## src/rtl/csi2_packet_parser_pkg.sv

```systemverilog
// ----------------------------------------------------------------------------
// csi2_packet_parser_pkg
// Shared constants and types for the CSI-2 packet parser:
//   NUM_LANE      - number of byte lanes delivered per clock by the lane aligner
//   DT_FS/DT_FE   - Frame Start / Frame End short-packet data types
//   DT_RAW8       - RAW8 long-packet data type
//   csi2_state_t  - parser FSM states
// No ports (package).
// ----------------------------------------------------------------------------
package csi2_packet_parser_pkg;

    localparam int NUM_LANE = 2;

    localparam logic [5:0] DT_FS   = 6'h00;
    localparam logic [5:0] DT_FE   = 6'h01;
    localparam logic [5:0] DT_RAW8 = 6'h2A;

    typedef enum logic [2:0] {
        DRAIN   = 3'd0,
        IDLE    = 3'd1,
        HDR1    = 3'd2,
        PAYLOAD = 3'd3,
        FOOTER  = 3'd4
    } csi2_state_t;

endpackage

```

## src/rtl/csi2_packet_parser_crc16.sv

```systemverilog
// ----------------------------------------------------------------------------
// csi2_crc16
// Running CSI-2 payload CRC-16 (poly 0x1021 reflected = 0x8408, init 0xFFFF,
// LSB first, no final inversion), two bytes per clock with word[7:0] taken
// first. Only instantiated when CSI2_CRC_CHECK_EN is defined.
// Ports:
//   clk   in  1  - clock
//   word  in  16 - payload word, [7:0] = earlier byte, [15:8] = later byte
//   valid in  1  - fold word into the running CRC this cycle
//   clear in  1  - reload the seed 0xFFFF (has priority over valid)
//   crc   out 16 - registered running CRC
// ----------------------------------------------------------------------------
module csi2_crc16 (
    input  logic        clk,
    input  logic [15:0] word,
    input  logic        valid,
    input  logic        clear,
    output logic [15:0] crc
);

    function automatic logic [15:0] crc_byte(input logic [15:0] c_in, input logic [7:0] b);
        logic [15:0] c;
        c = c_in;
        for (int i = 0; i < 8; i++) begin
            if (c[0] ^ b[i]) c = (c >> 1) ^ 16'h8408;
            else             c = c >> 1;
        end
        return c;
    endfunction

    logic [15:0] crc_next;

    always_comb begin
        crc_next = crc_byte(crc_byte(crc, word[7:0]), word[15:8]);
    end

    always_ff @(posedge clk) begin
        if (clear)      crc <= 16'hFFFF;
        else if (valid) crc <= crc_next;
    end

endmodule

```

## src/rtl/csi2_packet_parser.sv

```systemverilog
// ----------------------------------------------------------------------------
// csi2_packet_parser
// Turns the byte-aligned 2-lane CSI-2 stream into frame/line events and a
// two-pixels-per-clock RAW8 stream for raw2rgb. Short packets become frame
// strobes, RAW8 long-packet payload is forwarded, everything else is dropped.
// Optional feature: define CSI2_CRC_CHECK_EN to check the payload CRC against
// the packet footer (crc_err); otherwise crc_err is tied low.
// Parameters:
//   VC      - virtual channel accepted
//   MAX_WC  - largest legal word count (bytes)
// Ports:
//   clk          in  1  - byte clock
//   rst          in  1  - synchronous active-high reset
//   lane_data    in  16 - [7:0] lane 0 (earlier byte), [15:8] lane 1
//   lane_valid   in  1  - high for one HS burst (one packet)
//   data_out     out 16 - [15:8] earlier pixel, [7:0] later pixel
//   data_valid   out 1  - payload word valid
//   frame_start  out 1  - FS pulse
//   frame_end    out 1  - FE pulse
//   frame_active out 1  - set by FS, cleared by FE
//   line_end     out 1  - pulse after the last word of a RAW8 line
//   line_cnt     out 16 - RAW8 lines completed since last FS (saturating)
//   pkt_err      out 1  - truncated / odd-WC / oversize packet
//   crc_err      out 1  - payload CRC mismatch (with line_end)
// ----------------------------------------------------------------------------
module csi2_packet_parser
    import csi2_packet_parser_pkg::*;
#(
    parameter logic [1:0]  VC     = 2'd0,
    parameter logic [15:0] MAX_WC = 16'd4096
) (
    input  logic                    clk,
    input  logic                    rst,
    input  logic [8*NUM_LANE-1:0]   lane_data,
    input  logic                    lane_valid,
    output logic [15:0]             data_out,
    output logic                    data_valid,
    output logic                    frame_start,
    output logic                    frame_end,
    output logic                    frame_active,
    output logic                    line_end,
    output logic [15:0]             line_cnt,
    output logic                    pkt_err,
    output logic                    crc_err
);

    function automatic logic [15:0] sat_inc16(input logic [15:0] v);
        return (v == 16'hFFFF) ? v : v + 16'd1;
    endfunction

    csi2_state_t state;
    logic [7:0]  di_p0;
    logic [7:0]  wc_lsb_p0;
    logic [15:0] remain_p0;
    logic [15:0] wc;
    logic [5:0]  dt;
    logic        crc_bad;

    // Registered outputs
    logic [15:0] data_p1;
    logic        vld_p1;
    logic        fs_p1;
    logic        fe_p1;
    logic        fact_p1;
    logic        le_p1;
    logic [15:0] lcnt_p1;
    logic        perr_p1;
    logic        cerr_p1;

    assign wc = {lane_data[7:0], wc_lsb_p0};
    assign dt = di_p0[5:0];

`ifdef CSI2_CRC_CHECK_EN
    logic [15:0] crc_run;
    logic        crc_clear;
    logic        crc_valid;

    // Seed is reloaded in every non-payload state, so the value seen in
    // FOOTER covers exactly this packet's payload (0xFFFF for WC=0).
    assign crc_clear = (state != PAYLOAD);
    assign crc_valid = (state == PAYLOAD) && lane_valid;

    csi2_crc16 u_crc16 (
        .clk   (clk),
        .word  (lane_data),
        .valid (crc_valid),
        .clear (crc_clear),
        .crc   (crc_run)
    );

    // Footer word is {CRC MSB on lane 1, CRC LSB on lane 0}.
    assign crc_bad = (crc_run != lane_data);
`else
    assign crc_bad = 1'b0;
`endif

    // Stage p0 -> p1: FSM and all output registers
    always_ff @(posedge clk) begin
        if (rst) begin
            state     <= DRAIN;
            data_p1   <= '0;
            vld_p1    <= 1'b0;
            fs_p1     <= 1'b0;
            fe_p1     <= 1'b0;
            fact_p1   <= 1'b0;
            le_p1     <= 1'b0;
            lcnt_p1   <= '0;
            perr_p1   <= 1'b0;
            cerr_p1   <= 1'b0;
        end else begin
            vld_p1  <= 1'b0;
            fs_p1   <= 1'b0;
            fe_p1   <= 1'b0;
            le_p1   <= 1'b0;
            perr_p1 <= 1'b0;
            cerr_p1 <= 1'b0;

            unique case (state)
                DRAIN: begin
                    if (!lane_valid) state <= IDLE;
                end

                IDLE: begin
                    if (lane_valid) begin
                        di_p0     <= lane_data[7:0];
                        wc_lsb_p0 <= lane_data[15:8];
                        state     <= HDR1;
                    end
                end

                HDR1: begin
                    if (!lane_valid) begin
                        perr_p1 <= 1'b1;
                        state   <= IDLE;
                    end else if (di_p0[7:6] != VC) begin
                        state <= DRAIN;
                    end else if (dt < 6'h10) begin
                        if (dt == DT_FS) begin
                            fs_p1   <= 1'b1;
                            fact_p1 <= 1'b1;
                            lcnt_p1 <= '0;
                        end else if (dt == DT_FE) begin
                            fe_p1   <= 1'b1;
                            fact_p1 <= 1'b0;
                        end
                        state <= DRAIN;
                    end else if (dt != DT_RAW8) begin
                        state <= DRAIN;
                    end else if (wc[0] || (wc > MAX_WC)) begin
                        perr_p1 <= 1'b1;
                        state   <= DRAIN;
                    end else if (wc == 16'd0) begin
                        state <= FOOTER;
                    end else begin
                        remain_p0 <= wc;
                        state     <= PAYLOAD;
                    end
                end

                PAYLOAD: begin
                    if (!lane_valid) begin
                        perr_p1 <= 1'b1;
                        state   <= IDLE;
                    end else begin
                        data_p1   <= {lane_data[7:0], lane_data[15:8]};
                        vld_p1    <= 1'b1;
                        remain_p0 <= remain_p0 - 16'd2;
                        if (remain_p0 == 16'd2) state <= FOOTER;
                    end
                end

                FOOTER: begin
                    if (!lane_valid) begin
                        perr_p1 <= 1'b1;
                        state   <= IDLE;
                    end else begin
                        le_p1   <= 1'b1;
                        cerr_p1 <= crc_bad;
                        lcnt_p1 <= sat_inc16(lcnt_p1);
                        state   <= DRAIN;
                    end
                end

                default: state <= DRAIN;
            endcase
        end
    end

    assign data_out     = data_p1;
    assign data_valid   = vld_p1;
    assign frame_start  = fs_p1;
    assign frame_end    = fe_p1;
    assign frame_active = fact_p1;
    assign line_end     = le_p1;
    assign line_cnt     = lcnt_p1;
    assign pkt_err      = perr_p1;
    assign crc_err      = cerr_p1;

endmodule

```

## config.mk

```make
export PLATFORM = sky130hd
export DESIGN_NAME = csi2_packet_parser
export DESIGN_NICKNAME = d
export VERILOG_FILES = /design/src/rtl/csi2_packet_parser_pkg.sv /design/src/rtl/csi2_packet_parser_crc16.sv /design/src/rtl/csi2_packet_parser.sv
export SDC_FILE = /design/constraint.sdc
export NUM_CORES = 1
export LEC_CHECK = 0
export BUFFER_PORTS_ARGS = -buffer_cell sky130_fd_sc_hd__buf_2
export CORE_MARGIN = 1
export CORE_UTILIZATION = 30
export DETAILED_ROUTE_END_ITERATION = 10
export PLACE_DENSITY = 0.59
export REMOVE_ABC_BUFFERS = 1
export SLEW_MARGIN = 20
export SYNTH_ARGS = -nofsm -noshare
export SYNTH_HDL_FRONTEND = slang
export SYNTH_SLANG_ARGS = --single-unit
export TNS_END_PERCENT = 5
```

## constraint.sdc

```tcl
create_clock -name clk -period 3.9 [get_ports clk]
set_clock_uncertainty 0.15 [all_clocks]
set_input_delay 0.585 -clock clk [delete_from_list [all_inputs] [get_ports clk]]
set_output_delay 0.585 -clock clk [all_outputs]
set_load 0.005 [all_outputs]
```

Word-level counts from Yosys, hierarchy flattened
Cells that the tools add are included.

Word-level logic and storage cells: 103. Input port bits: 19. Flip-flop bits (word level): 73.

Order comparisons: 2. Muxes and demuxes: 39. Bitwise gates (word level): 7. Equal/unequal tests: 22. Reduce and logical (&&, ||, !) cells: 19. Add/sub/neg operators: 2.

Operator list (number): $mux W16 (13); $pmux W16 S2 (2); $mux W3 (10); $ne A2 B2 Y1 const B (13); $add A16 B1 Y16 const B (1); $eq A16 B16 Y1 const B (1); $eq A16 B2 Y1 const B (1); $gt A16 B13 Y1 const B (1); $logic_not A16 Y1 (1); $sub A16 B2 Y16 const B (1); $pmux W3 S5 (1); $mux W1 (12); $reduce_and A9 Y1 (1); $reduce_bool A2 Y1 (4); $not A1 Y1 (7); $reduce_and A7 Y1 (1); $eq A3 B2 Y1 const B (2); $eq A6 B1 Y1 const B (1); $logic_not A6 Y1 (1); $lt A6 B5 Y1 const B (1); $ne A6 B6 Y1 const B (1); $reduce_and A3 Y1 (2); $reduce_or A2 Y1 (3); $reduce_or A6 Y1 (1); 9 further kinds (9).

Logic depth before layout (Yosys ltp)
Word-level depth: 8. Mapped depth: 8.

Worst setup path after synthesis
No wires, ideal clock.

Kind: input -> register. From: in lane_data[3]. To: reg remain_p0[10] (enable). Data arrival time: 2.517 ns. Stages: 4. Data required time: 3.357 ns. Path slack: 0.840 ns. Path buffers: 0. Cell sequence: or4_1 > o31ai_1 > nand3_1 > o22ai_1.

Cells in the longest elaborated chain, start to end: 4.

Ends and longest elaborated chain: start, declared (RTL line csi2_packet_parser.sv:34) `input logic [8*NUM_LANE-1:0] lane_data,`; $gt A16 B13 Y1 (RTL line csi2_packet_parser.sv:149) `end else if (wc[0] || (wc > MAX_WC)) begin`; $logic_or A1 B1 Y1 (RTL line csi2_packet_parser.sv:149); $ne A2 B2 Y1 (no source line); $reduce_and A9 Y1 (no source line) *; end signal, assigned (RTL line csi2_packet_parser.sv:155) `remain_p0 <= wc;`; end signal, assigned (RTL line csi2_packet_parser.sv:167) `remain_p0 <= remain_p0 - 16'd2;`; end, declared (RTL line csi2_packet_parser.sv:54) `logic [15:0] remain_p0;`.

Mark *: on every way between the ends. The rest lies on a longest branch, timed or not. A chain may end at the register's enable or synchronous reset.

Final worst setup path
From: reg wc_lsb_p0[3]. To: reg remain_p0[6] (enable).

Cells in the longest elaborated chain, start to end: 4.

Ends and longest elaborated chain: start, declared (RTL line csi2_packet_parser.sv:53) `logic [7:0] wc_lsb_p0;`; start signal, assigned (RTL line csi2_packet_parser.sv:126) `wc_lsb_p0 <= lane_data[15:8];`; $gt A16 B13 Y1 (RTL line csi2_packet_parser.sv:149); $logic_or A1 B1 Y1 (RTL line csi2_packet_parser.sv:149); $ne A2 B2 Y1 (no source line); $reduce_and A9 Y1 (no source line) *.

Marks and branches as above.

==> results by group <==
Clock network
  • CTS tree: yes
  • TritonCTS Sinks: 73
  • Max H-tree Level: 3
  • PostCTS Resize Cnt: 0
  • Post-CTS Setup Inserts: 0
  • CTS clk-pin slew, worst paths: ~0.080 ns
  • Root Buffer: clkbuf_8
  • Clock Tree Buf Depth: 2
  • CTS Buf Count: 9
  • Hold-fix buffers at CTS: 0
  • Worst-Skew Late Latency: around 0.35 ns

Yosys
  • Mean Syn Cell Area: between 9 and 10 um2
  • Mapped cell area: between 3000 and 4000 um2
  • Seq/Total Area, Yosys: between 50% and 60%
  • Post-synthesis register bit count: 73
  • Async SR Flop Fraction: 0%
  • YS warnings: 0
  • Post-synth EDFFs: 32
  • Cells after Synth: 353
  • Number of library cell types mapped by synthesis: between 40 and 50
  • Dominant synthesized flop cell: dfxtp_1

Setup path
  • FF-to-FF path depth: 5
  • CP bufs+invs: 1
  • Crit path kind: reg -> reg
  • Crit end category: flip-flop
  • Slowest stage delay, CP: between 0.6 and 0.7 ns
  • Critical path arrival: ~2.4 ns
  • CP Cell Sequence: or4_1, o31ai_1, nand3_1, o22ai_1, buf_4
  • R2R Setup Slk: about 1.4 ns
  • Worst Path Max Fanout: 15
  • CP Depth: 5
  • Critical path launch point type: flip-flop
  • Slowest-stage cell, CP: or4_1
  • CP delay by family, top: simple AND/OR/NAND/NOR gates
  • Data required, critical path: between 3 and 4 ns

GRT
  • Vias in the first global route: about 2.5k
  • First-pass GRT wire length: ~13000 um
  • Gr usage total: 14.4%
  • Gr ovfl total: 0
  • Largest net degree at the start of global routing: 28
  • Antenna violations before repair: 0

Cells and area
  • Share of cells above drive strength 1: roughly a fifth
  • Fillers: around 1.1k
  • Area Overhead vs Synth: 18.5%
  • Layout net count: around 430
  • Antenna Diode Count: 0
  • Commonest non-fill, non-tap cell in the layout: nand2_1
  • Most frequent cells in the layout: nand2_1 (61), buf_2 (56), dfxtp_1 (41), edfxtp_1 (32), a21oi_1 (26)

Timing
  • Post-layout min period: about 2.5 ns
  • Final setup fails: 0
  • Worst Tran Pin Value: 0.863 ns
  • Fmax: ~0.4 GHz
  • Setup tns final: 0 ns
  • Setup ws final: 1.41 ns
  • Pins Over Slew Limit: 0
  • Final hold vios: 0
  • Slew headroom: about two fifths
  • Unrepaired setup endpoints after global routing: no
  • WHS: between 0.2 and 0.3 ns
  • Final Cycle Share: between 60% and 70%

Placed design
  • Pre-CTS setup slack: 1.11 ns
  • GPL Wtd Cong: 0.803
  • HPWL after detailed placement: around 5600 um
  • PortBufs: between 50 and 60

Min path
  • Worst hold path class: in -> reg
  • Hold path depth: 1

Floorplanning
  • Die extent in y: around 110 um
  • Core ar.: about 11000 um2
  • Initial core utilization: between 30 and 40%
  • FP Rows: 38
  • Ports: 58
  • Die X-Extent: between 100 and 150 um
  • Die area: 11600 um2

Power
  • Sw frac: 21.3%
  • Pint: approximately 1.2 mW
  • Combinational fraction of design power: 3.6%
  • Leakage: around 1.4 nW
  • Pwr/cell area: about 380 nW/um2
  • Peak supply drop: 0.000225 V
  • Psw: roughly 0.32 mW
  • Sequential power share: 52.9%
  • Clock power frac: a little over two fifths

Routing
  • Remaining antenna violation count after routing: 0
  • Total wire length: 8000 um
  • DR vias: between 2k and 3k
  • DR DRC count: 0
  • TritonRoute pass-1 iters: 4
  • Vias per cell: about 5.0
  • WL/cell: ~15 um
  • Initial drt markers: 220

Outcome
  • Status: finished clean

Flow run
  • Max Cap Viol: 0
## layout make-up
cell class	instances	area (um2)	area share [%]
Clock buffer	12	145	3.64
Tap cell	140	175	4.40
Clock inverter	4	76.3	1.92
Timing Repair Buffer	61	318	7.97
Inverter	4	15.0	0.377
Sequential cell	73	1780	44.7
Multi-Input combinational cell	255	1470	37.0
## worst register-to-register path: stages (launching register included)
cell,delay (ns)
edfxtp_1,0.39
or4_1,0.61
o31ai_1,0.45
nand3_1,0.16
o22ai_1,0.16
buf_4,0.27
## cells in the mapped netlist (all sizes together) (5+ instances only)
library cell | number | share of area [%]
nand2 | 61 | 6.8
dfxtp | 41 | 24
edfxtp | 32 | 29
a21oi | 27 | 4.1
nand3 | 18 | 2.7
nand2b | 16 | 3.0
nor2 | 15 | 1.7
o21ai | 14 | 2.1
clkbuf | 13 | 1.5
mux2i | 12 | 3.6
nor3 | 11 | 1.6
nor4 | 11 | 2.0
or4 | 10 | 2.5
buf | 8 | 1.3
nand4 | 7 | 1.3
xor2 | 6 | 1.6
a31oi | 5 | 0.93
and4 | 5 | 1.3
o31ai | 5 | 1.1
## path summary, 6_finish.rpt
| kind | from | to |
|---|---|---|
| worst max register to register | wc_lsb_p0[3] | remain_p0[6] |
| worst min register to register | data_out[5] | data_out[5] |
| worst min-delay path | lane_data[14] | wc_lsb_p0[6] |
| worst max-delay path | wc_lsb_p0[3] | remain_p0[6] |
## metrics by stage
| stage | util, % | power (mW) | std cells | instance area (um2) |
|---|---|---|---|---|
| floorplan | - | 0.846 | 332 | 3270 |
| global placement | 34.6 | 0.876 | 533 | 3760 |
| detailed placement | 34.6 | 0.877 | 533 | 3760 |
| CTS | 36.6 | 1.54 | 549 | 3990 |
| global route | 36.6 | 1.58 | 549 | 3990 |
| finish | 36.6 | 1.52 | 549 | 3990 |
## logic make-up (layout without fill, tap and decap cells)
logic type,after synthesis,in the layout,synth area share (%)
simple gates,171,171,26.6
other cells,1,1,0.112
flops,73,73,53.0
mux,13,13,3.91
compound gates,58,58,9.86
xor+xnor,10,10,2.61
fa+ha+maj,2,2,0.744
buf+inv,25,81,3.16
## routing by layer
| layer | GRT usage, % | vias up | part of all wire [%] |
|---|---|---|---|
| met1 | 20.3 | 1301 | 49 |
| met4 | 6.46 | 0 | 1.9 |
| met2 | 21.4 | 61 | 45 |
| met5 | 0 | - | 0 |
| met3 | 2.60 | 14 | 4.5 |
| li1 | - | 1387 | - |
## flip-flops by register name, summed over array words and instances, names as in the netlist
name / cells
line_end: 1
di_p0: 8
frame_active: 1
pkt_err: 1
state: 3
frame_end: 1
data_valid: 1
remain_p0: 16
wc_lsb_p0: 8
data_out: 16
frame_start: 1
line_cnt: 16
## power groups by stage
stage | Clock [mW] | Combinational, mW | Sequential (mW)
after global routing | 0.712 | 0.0606 | 0.806
after global placement | 0 | 0.0529 | 0.823
final | 0.663 | 0.0544 | 0.806
after detailed placement | 0 | 0.0539 | 0.823
after CTS | 0.679 | 0.0542 | 0.805
after floorplan | 0 | 0.0236 | 0.822
Power figures use the tool's default switching activity.
